<file path="config.mk">
export PLATFORM = sky130hd
export DESIGN_NAME = adc_measure_arbiter
export DESIGN_NICKNAME = d
export VERILOG_FILES = /design/src/rtl/adc_measure_arbiter_pkg.sv /design/src/rtl/adc_measure_arbiter_rr_select.sv /design/src/rtl/adc_measure_arbiter.sv
export SDC_FILE = /design/constraint.sdc
export NUM_CORES = 1
export LEC_CHECK = 0
export CAP_MARGIN = 20
export CORE_UTILIZATION = 52
export DETAILED_ROUTE_END_ITERATION = 10
export PLACE_DENSITY_LB_ADDON = 0.05
export SYNTH_ARGS = -nofsm -noshare
export SYNTH_HDL_FRONTEND = slang
export SYNTH_SLANG_ARGS = --single-unit
</file>
<file path="constraint.sdc">
create_clock -name clk -period 2 [get_ports clk]
set_clock_uncertainty 0.2 [all_clocks]
set_input_delay 0.4 -clock clk [delete_from_list [all_inputs] [get_ports clk]]
set_output_delay 0.4 -clock clk [all_outputs]
set_load 0.1 [all_outputs]
</file>
<file path="src/rtl/adc_measure_arbiter_pkg.sv">
// ---------------------------------------------------------------------------
// adc_measure_arbiter_pkg
// Shared definitions for the ADC measure arbiter and its round-robin picker:
//   - arbiter state encoding
//   - nominal system clock frequency
//   - width helper for requester indices
// ---------------------------------------------------------------------------
package adc_measure_arbiter_pkg;

  // Nominal system clock; TIMEOUT_CLKS defaults to one second of it.
  localparam int unsigned CLK_FREQ = 32'd20000000;

  typedef enum logic [2:0] {
    ST_IDLE    = 3'd0,
    ST_START   = 3'd1,
    ST_WAIT    = 3'd2,
    ST_DONE    = 3'd3,
    ST_HOLDOFF = 3'd4
  } arb_state_e;

  // Index width for n requesters, never narrower than one bit.
  function automatic int unsigned calc_id_w(input int unsigned n);
    if (n <= 32'd2) begin
      return 32'd1;
    end else begin
      return $clog2(n);
    end
  endfunction

endpackage

</file>
<file path="src/rtl/adc_measure_arbiter_rr_select.sv">
// ---------------------------------------------------------------------------
// adc_measure_arbiter_rr_select
// Combinational round-robin picker. Scans the pending vector upward starting
// one past the last grant (wrapping modulo NUM_REQ) and returns the first
// pending index.
//   pending_i    : request vector, one bit per requester
//   last_grant_i : index granted most recently
//   grant_o      : selected index (0 when nothing is pending)
//   valid_o      : high when some request is pending
// ---------------------------------------------------------------------------
module adc_measure_arbiter_rr_select
  import adc_measure_arbiter_pkg::*;
#(
  parameter  int unsigned NUM_REQ = 32'd2,
  localparam int unsigned ID_W    = calc_id_w(NUM_REQ)
) (
  input  logic [NUM_REQ-1:0] pending_i,
  input  logic [ID_W-1:0]    last_grant_i,
  output logic [ID_W-1:0]    grant_o,
  output logic               valid_o
);

  logic [ID_W-1:0] idx_s;
  logic            hit_s;

  // Walk the ring starting just after the last grant; the first hit sticks.
  always_comb begin
    grant_o = {ID_W{1'b0}};
    valid_o = 1'b0;
    idx_s   = {ID_W{1'b0}};
    hit_s   = 1'b0;
    for (int unsigned off = 32'd1; off <= NUM_REQ; off++) begin
      idx_s   = ID_W'((32'(last_grant_i) + off) % NUM_REQ);
      hit_s   = pending_i[idx_s] && !valid_o;
      grant_o = hit_s ? idx_s : grant_o;
      valid_o = valid_o | hit_s;
    end
  end

endmodule

</file>
<file path="src/rtl/adc_measure_arbiter.sv">
// ---------------------------------------------------------------------------
// adc_measure_arbiter
// Shares one ADC measure handshake between NUM_REQ requesters with
// round-robin grants, a per-measurement timeout, a holdoff after every
// measurement and sticky error flags.
//   clk, reset_n       : clock and synchronous active-low reset
//   req_start          : per-requester one-cycle start pulses
//   req_done           : per-requester one-cycle completion pulses
//   req_timeout        : qualifies req_done, high when the measurement aborted
//   grant_id           : current / last granted requester (held until next grant)
//   adc_measure_start  : one-cycle start pulse to the ADC
//   adc_measure_done   : ADC completion (level or pulse)
//   adc_abort          : one-cycle pulse on timeout
//   err_clear          : clears all sticky error flags
//   err_overrun        : sticky, start while already pending (per requester)
//   err_timeout        : sticky, any timeout
//   err_spurious       : sticky, ADC done outside a measurement
//   monitor            : [0] measurement in flight, [1] timeout pulse
// ---------------------------------------------------------------------------
module adc_measure_arbiter
  import adc_measure_arbiter_pkg::*;
#(
  parameter  int unsigned NUM_REQ      = 32'd2,
  parameter  int unsigned TIMEOUT_CLKS = 32'd20000000,
  parameter  int unsigned HOLDOFF_CLKS = 32'd20,
  localparam int unsigned ID_W         = calc_id_w(NUM_REQ)
) (
  input  logic               clk,
  input  logic               reset_n,
  input  logic [NUM_REQ-1:0] req_start,
  output logic [NUM_REQ-1:0] req_done,
  output logic               req_timeout,
  output logic [ID_W-1:0]    grant_id,
  output logic               adc_measure_start,
  input  logic               adc_measure_done,
  output logic               adc_abort,
  input  logic               err_clear,
  output logic [NUM_REQ-1:0] err_overrun,
  output logic               err_timeout,
  output logic               err_spurious,
  output logic [1:0]         monitor
);

  localparam logic [NUM_REQ-1:0] ONE_HOT0 = {{(NUM_REQ-1){1'b0}}, 1'b1};

  arb_state_e         state_q;
  logic [31:0]        cnt_q;
  logic [NUM_REQ-1:0] pending_q;
  logic [NUM_REQ-1:0] pending_d;
  logic [ID_W-1:0]    last_grant_q;
  logic [ID_W-1:0]    grant_id_q;
  logic               hold_first_q;
  logic               adc_measure_start_q;
  logic [NUM_REQ-1:0] req_done_q;
  logic               req_timeout_q;
  logic               adc_abort_q;
  logic               mon_wait_q;
  logic               mon_to_q;
  logic [NUM_REQ-1:0] err_overrun_q;
  logic [NUM_REQ-1:0] err_overrun_d;
  logic               err_timeout_q;
  logic               err_timeout_d;
  logic               err_spurious_q;
  logic               err_spurious_d;

  logic [ID_W-1:0]    sel_grant_s;
  logic               sel_valid_s;
  logic               take_s;
  logic [NUM_REQ-1:0] grant_mask_s;
  logic [NUM_REQ-1:0] done_mask_s;
  logic               spurious_s;
  logic               timeout_s;

  adc_measure_arbiter_rr_select #(
    .NUM_REQ (NUM_REQ)
  ) u_rr_select (
    .pending_i    (pending_q),
    .last_grant_i (last_grant_q),
    .grant_o      (sel_grant_s),
    .valid_o      (sel_valid_s)
  );

  // Grant qualification, error events and next values of pending / sticky flags.
  always_comb begin
    take_s       = (state_q == ST_IDLE) && sel_valid_s;
    grant_mask_s = ONE_HOT0 << sel_grant_s;
    done_mask_s  = ONE_HOT0 << grant_id_q;
    // A done level still held in the first holdoff cycle belongs to the
    // measurement that just finished.
    spurious_s   = adc_measure_done && (state_q != ST_WAIT) &&
                   !((state_q == ST_HOLDOFF) && hold_first_q);
    timeout_s    = (state_q == ST_WAIT) && !adc_measure_done && (cnt_q == 32'd0);
    pending_d    = (pending_q & ~(take_s ? grant_mask_s : {NUM_REQ{1'b0}})) | req_start;
    // Clear first, then OR in new events so a same-cycle event survives.
    err_overrun_d  = (err_clear ? {NUM_REQ{1'b0}} : err_overrun_q) | (req_start & pending_q);
    err_timeout_d  = (err_clear ? 1'b0 : err_timeout_q) | timeout_s;
    err_spurious_d = (err_clear ? 1'b0 : err_spurious_q) | spurious_s;
  end

  // Arbiter FSM with registered handshake, status and error outputs.
  always_ff @(posedge clk) begin
    if (!reset_n) begin
      state_q             <= ST_IDLE;
      cnt_q               <= 32'd0;
      pending_q           <= {NUM_REQ{1'b0}};
      last_grant_q        <= ID_W'(NUM_REQ - 32'd1);
      grant_id_q          <= {ID_W{1'b0}};
      hold_first_q        <= 1'b0;
      adc_measure_start_q <= 1'b0;
      req_done_q          <= {NUM_REQ{1'b0}};
      req_timeout_q       <= 1'b0;
      adc_abort_q         <= 1'b0;
      mon_wait_q          <= 1'b0;
      mon_to_q            <= 1'b0;
      err_overrun_q       <= {NUM_REQ{1'b0}};
      err_timeout_q       <= 1'b0;
      err_spurious_q      <= 1'b0;
    end else begin
      pending_q           <= pending_d;
      err_overrun_q       <= err_overrun_d;
      err_timeout_q       <= err_timeout_d;
      err_spurious_q      <= err_spurious_d;
      // Pulse outputs default low and are raised only by the transitions below.
      adc_measure_start_q <= 1'b0;
      req_done_q          <= {NUM_REQ{1'b0}};
      req_timeout_q       <= 1'b0;
      adc_abort_q         <= 1'b0;
      mon_to_q            <= 1'b0;
      hold_first_q        <= 1'b0;
      case (state_q)
        ST_IDLE: begin
          if (take_s) begin
            grant_id_q   <= sel_grant_s;
            last_grant_q <= sel_grant_s;
            state_q      <= ST_START;
          end else begin
            state_q      <= ST_IDLE;
          end
        end
        ST_START: begin
          adc_measure_start_q <= 1'b1;
          cnt_q               <= TIMEOUT_CLKS - 32'd1;
          mon_wait_q          <= 1'b1;
          state_q             <= ST_WAIT;
        end
        ST_WAIT: begin
          // Completion is checked first so done wins over an expiring counter.
          if (adc_measure_done) begin
            req_done_q <= done_mask_s;
            mon_wait_q <= 1'b0;
            state_q    <= ST_DONE;
          end else if (timeout_s) begin
            req_done_q    <= done_mask_s;
            req_timeout_q <= 1'b1;
            adc_abort_q   <= 1'b1;
            mon_to_q      <= 1'b1;
            mon_wait_q    <= 1'b0;
            state_q       <= ST_DONE;
          end else begin
            cnt_q <= cnt_q - 32'd1;
          end
        end
        ST_DONE: begin
          if (HOLDOFF_CLKS == 32'd0) begin
            state_q <= ST_IDLE;
          end else begin
            cnt_q        <= HOLDOFF_CLKS - 32'd1;
            hold_first_q <= 1'b1;
            state_q      <= ST_HOLDOFF;
          end
        end
        ST_HOLDOFF: begin
          if (cnt_q == 32'd0) begin
            state_q <= ST_IDLE;
          end else begin
            cnt_q <= cnt_q - 32'd1;
          end
        end
        default: begin
          state_q <= ST_IDLE;
        end
      endcase
    end
  end

  assign req_done          = req_done_q;
  assign req_timeout       = req_timeout_q;
  assign grant_id          = grant_id_q;
  assign adc_measure_start = adc_measure_start_q;
  assign adc_abort         = adc_abort_q;
  assign err_overrun       = err_overrun_q;
  assign err_timeout       = err_timeout_q;
  assign err_spurious      = err_spurious_q;
  assign monitor           = {mon_to_q, mon_wait_q};

endmodule

</file>
==> results.py <==
metrics = {
    "min_path": {
        "hold_class": "flop to flop",
        "min_from": "err_timeout",
    },
    "detailed_routing": {
        "via_per_inst": 6.69,
        "drt-initial-drc-count": 552,
        "vias": 3411,
        "drcViolationCount": 0,
        "first_pass_iters": 11,
        "ant_nets": 0,
        "drt_wl_total_um": 11000,
        "wl_per_cell_um": 21.5,
    },
    "synthesis": {
        "ys_seq_area_share_pct": 37.4,
        "synthCells": 327,
        "yosys_warnings": 0,
        "synth_area_per_cell_um2": 8.02,
        "syn_area_um2": 2620,
        "synth_cell_types": 60,
        "synthFlopType": "dfxtp_1",
        "ys_seq_elements": 49,
        "async_flop_share_pct": 0,
        "synth_edf_count": 0,
        "synth_top_cell_by_area": "dfxtp_1",
        "synthesis.nets": 334,
        "netlist.area_leader.share_pct": 37.4,
        "synth_area_leaders": "dfxtp_1, a21oi_1, nor2_1, o21ai_0, nand2_1",
    },
    "clock_tree": {
        "cts_buffers": 5,
        "clock_latency_ns": 0.32,
        "h-tree-depth": 2,
        "clock_sinks": 49,
        "clk_pin_slew_ns": 0.10,
        "root_buffer": "clkbuf_8",
        "tritoncts": "done",
        "cts_max_path_buffers": 2,
    },
    "die": {
        "fp-row-count": 25,
        "io_pins": 18,
        "die_w_um": 73.0,
        "dieArea_um2": 5330,
        "die_h_um": 73.0,
        "core_area_um2": 4790,
        "initial_core_util_pct": 54.8,
    },
    "worst_setup_path": {
        "cp.arrival_ns": 2.51,
        "cp-startpoint": "cnt_q[0]",
        "crit_slowest_cell": "o31a_1",
        "path_class": "flop to flop",
        "path_cells": "inv_2 > ha_4 > nor3b_4 > nand4_4 > o31a_1 > o21ai_2 > buf_4 > a21oi_1 > a211oi_1",
        "max_stage_delay_ns": 0.38,
        "path_max_fanout": 4,
        "required_ns": 2.02,
        "start_kind": "flop",
        "endpoint_kind": "flop",
        "r2r_start": "cnt_q[0]",
    },
    "power_and_ir_drop": {
        "peakVddDrop_mv": 1.15,
        "p_per_area_nw_per_um2": 1740,
        "power_mw": 7.56,
        "p_leak_nw": 1.75,
    },
    "grt": {
        "gr-total-overflow": 0,
        "antenna_found_initial": 0,
        "grt_pass1_wl_um": 14200,
        "track_usage_pct": 35.0,
        "grt_max_degree": 25,
        "grt_pass1_vias": 3006,
    },
    "placement": {
        "hpwl_um": 5680,
        "dp.cells": 479,
        "numPortBuffers": 17,
        "place_congestion": 0.891,
        "placed_area_um2": 3640,
    },
    "layout": {
        "post-route-util_pct": 90.6,
        "syn_to_final_growth_pct": 65.4,
        "diodes": 0,
        "fin_nets": 449,
        "drive_above_1_share_pct": 47.4,
        "finalInstanceArea_um2": 4340,
        "layout.cells.non_filler": 510,
        "fillerInstances": 178,
    },
    "sta": {
        "timing.final.max_slew_violations": 0,
        "hold_viol_final": 0,
        "post-route-min-period_ns": 2.49,
        "worstMarginPinSlew_ns": 0.610,
        "setup_violations": 36,
        "worst_slack_ns": -0.493,
        "rsz0062_at_grt": "true",
        "finalCritPeriodShare_pct": 125,
        "fmax_mhz": 401,
        "setup_tns_ns": -8.91,
        "relSlewSlack_pct": 59.0,
    },
    "outcome": {
        "status": "finished, violations left",
        "violations": "negative setup slack",
    },
    "run": {
        "drv_cap": 0,
    },
}
## layer usage
metal	GRT usage [%]	wire, um
met5	0	0
met3	7.46	1280
met4	19.8	689
met2	56.4	5010
met1	43.2	3980
## logic make-up after synthesis
kind of cell | after synthesis | synth area share, %
AO/OA/AOI/OAI | 111 | 26.9
XOR/XNOR | 1 | 0.334
adder cells (fa/ha/maj) | 1 | 0.477
buffers and inverters | 31 | 5.49
flip-flops | 49 | 37.4
AND/OR/NAND/NOR | 134 | 29.4
## repair_timing
| action | in CTS | in global routing |
|---|---|---|
| buffers inserted | 7 | 14 |
| endpoints found under the setup margin | 33 | 38 |
| hold buffers | 0 | 0 |
| endpoints found under the hold margin | 0 | 0 |
| resized for setup | 35 | 59 |
| gates cloned | 2 | 3 |
| pin swaps | 22 | 46 |
## layout make-up
type	instances	area (um2)	area share [%]
multi-input combinational	247	1830	42.2
timing repair buffer	127	1290	29.8
sequential	49	993	22.9
tap	67	83.8	1.93
clock buffer	5	68.8	1.59
inverter	12	45.0	1.04
clock inverter	3	25.0	0.577
## registers in the layout, indices dropped and copies added (netlist names)
| name | flops |
|---|---|
| err_spurious | 1 |
| last_grant_q | 1 |
| pending_q | 2 |
| hold_first_q | 1 |
| state_q | 3 |
| mon_wait_q | 1 |
| cnt_q | 32 |
| err_overrun | 2 |
| mon_to_q | 1 |
| adc_measure_start | 1 |
| grant_id | 1 |
| req_done | 2 |
| err_timeout | 1 |
## final timing paths
path / endpoint / slack (ns) / cells after the start
worst min register to register: err_timeout / 0.32 / 2
worst max-delay path: cnt_q[16] / -0.49 / 9
worst min-delay path: err_timeout / 0.32 / 2
worst max register to register: cnt_q[16] / -0.49 / 9
## metrics by stage
step           worst slack [ns]  hold WS, ns
6_report                 -0.493        0.320
5_1_grt                  -0.495        0.341
4_1_cts                  -0.205        0.319
3_5_place_dp             -0.213        0.302
3_3_place_gp             -0.196        0.290
2_1_floorplan            -0.105        0.262
## Yosys cell counts (3+ instances only)
cell      number
or2_2          3
or3_1          4
nand2_1       23
a221oi_1       3
nor3_1        17
nand4_1        4
nand3b_1       4
nor3_2         4
o21ai_0       22
a22oi_1        3
o211ai_1       4
a32oi_1        3
buf_2          4
a31o_2         3
nor4_4         3
nand3_1        6
nor2_1        41
dfxtp_1       49
clkbuf_1       8
inv_1         12
buf_4          3
a211oi_1       5
a21oi_1       36
nand2b_1       3
o21ai_1       11
nor4_1         6
## critical path: cells and delay by family, from the launching register on
| kind | cells | cell delay [ns] |
|---|---|---|
| AO/OA/AOI/OAI | 4 | 0.99 |
| adder cells (fa/ha/maj) | 1 | 0.14 |
| buffers and inverters | 2 | 0.26 |
| flip-flops | 1 | 0.36 |
| AND/OR/NAND/NOR | 2 | 0.45 |
## cell usage in the layout (no fill, tap or decap), drive strengths merged, types with 2 or more instances in the layout
cell           count
clkdlybuf4s50      5
a221oi             4
dfxtp             49
or2                4
nand2b             3
nand3              6
nor2              41
inv               13
clkbuf             7
a22oi              3
nand3b             4
o211ai             4
nor4              11
o41ai              2
a21oi             37
or3                4
nand4              6
o311a              2
a31o               3
a31oi              2
o31a               2
o21ai             34
a211oi             6
nand4b             2
nand2             24
nor3b              2
nor3              22
a32oi              3
nor2b              2
buf              120
## where the power goes
part | total (mW) | internal, mW | switching, mW
combinational | 5.49 | 2.54 | 2.96
clock | 0.637 | 0.253 | 0.384
sequential | 1.43 | 1.18 | 0.248
Note: power is estimated with default switching activity, not from simulation.
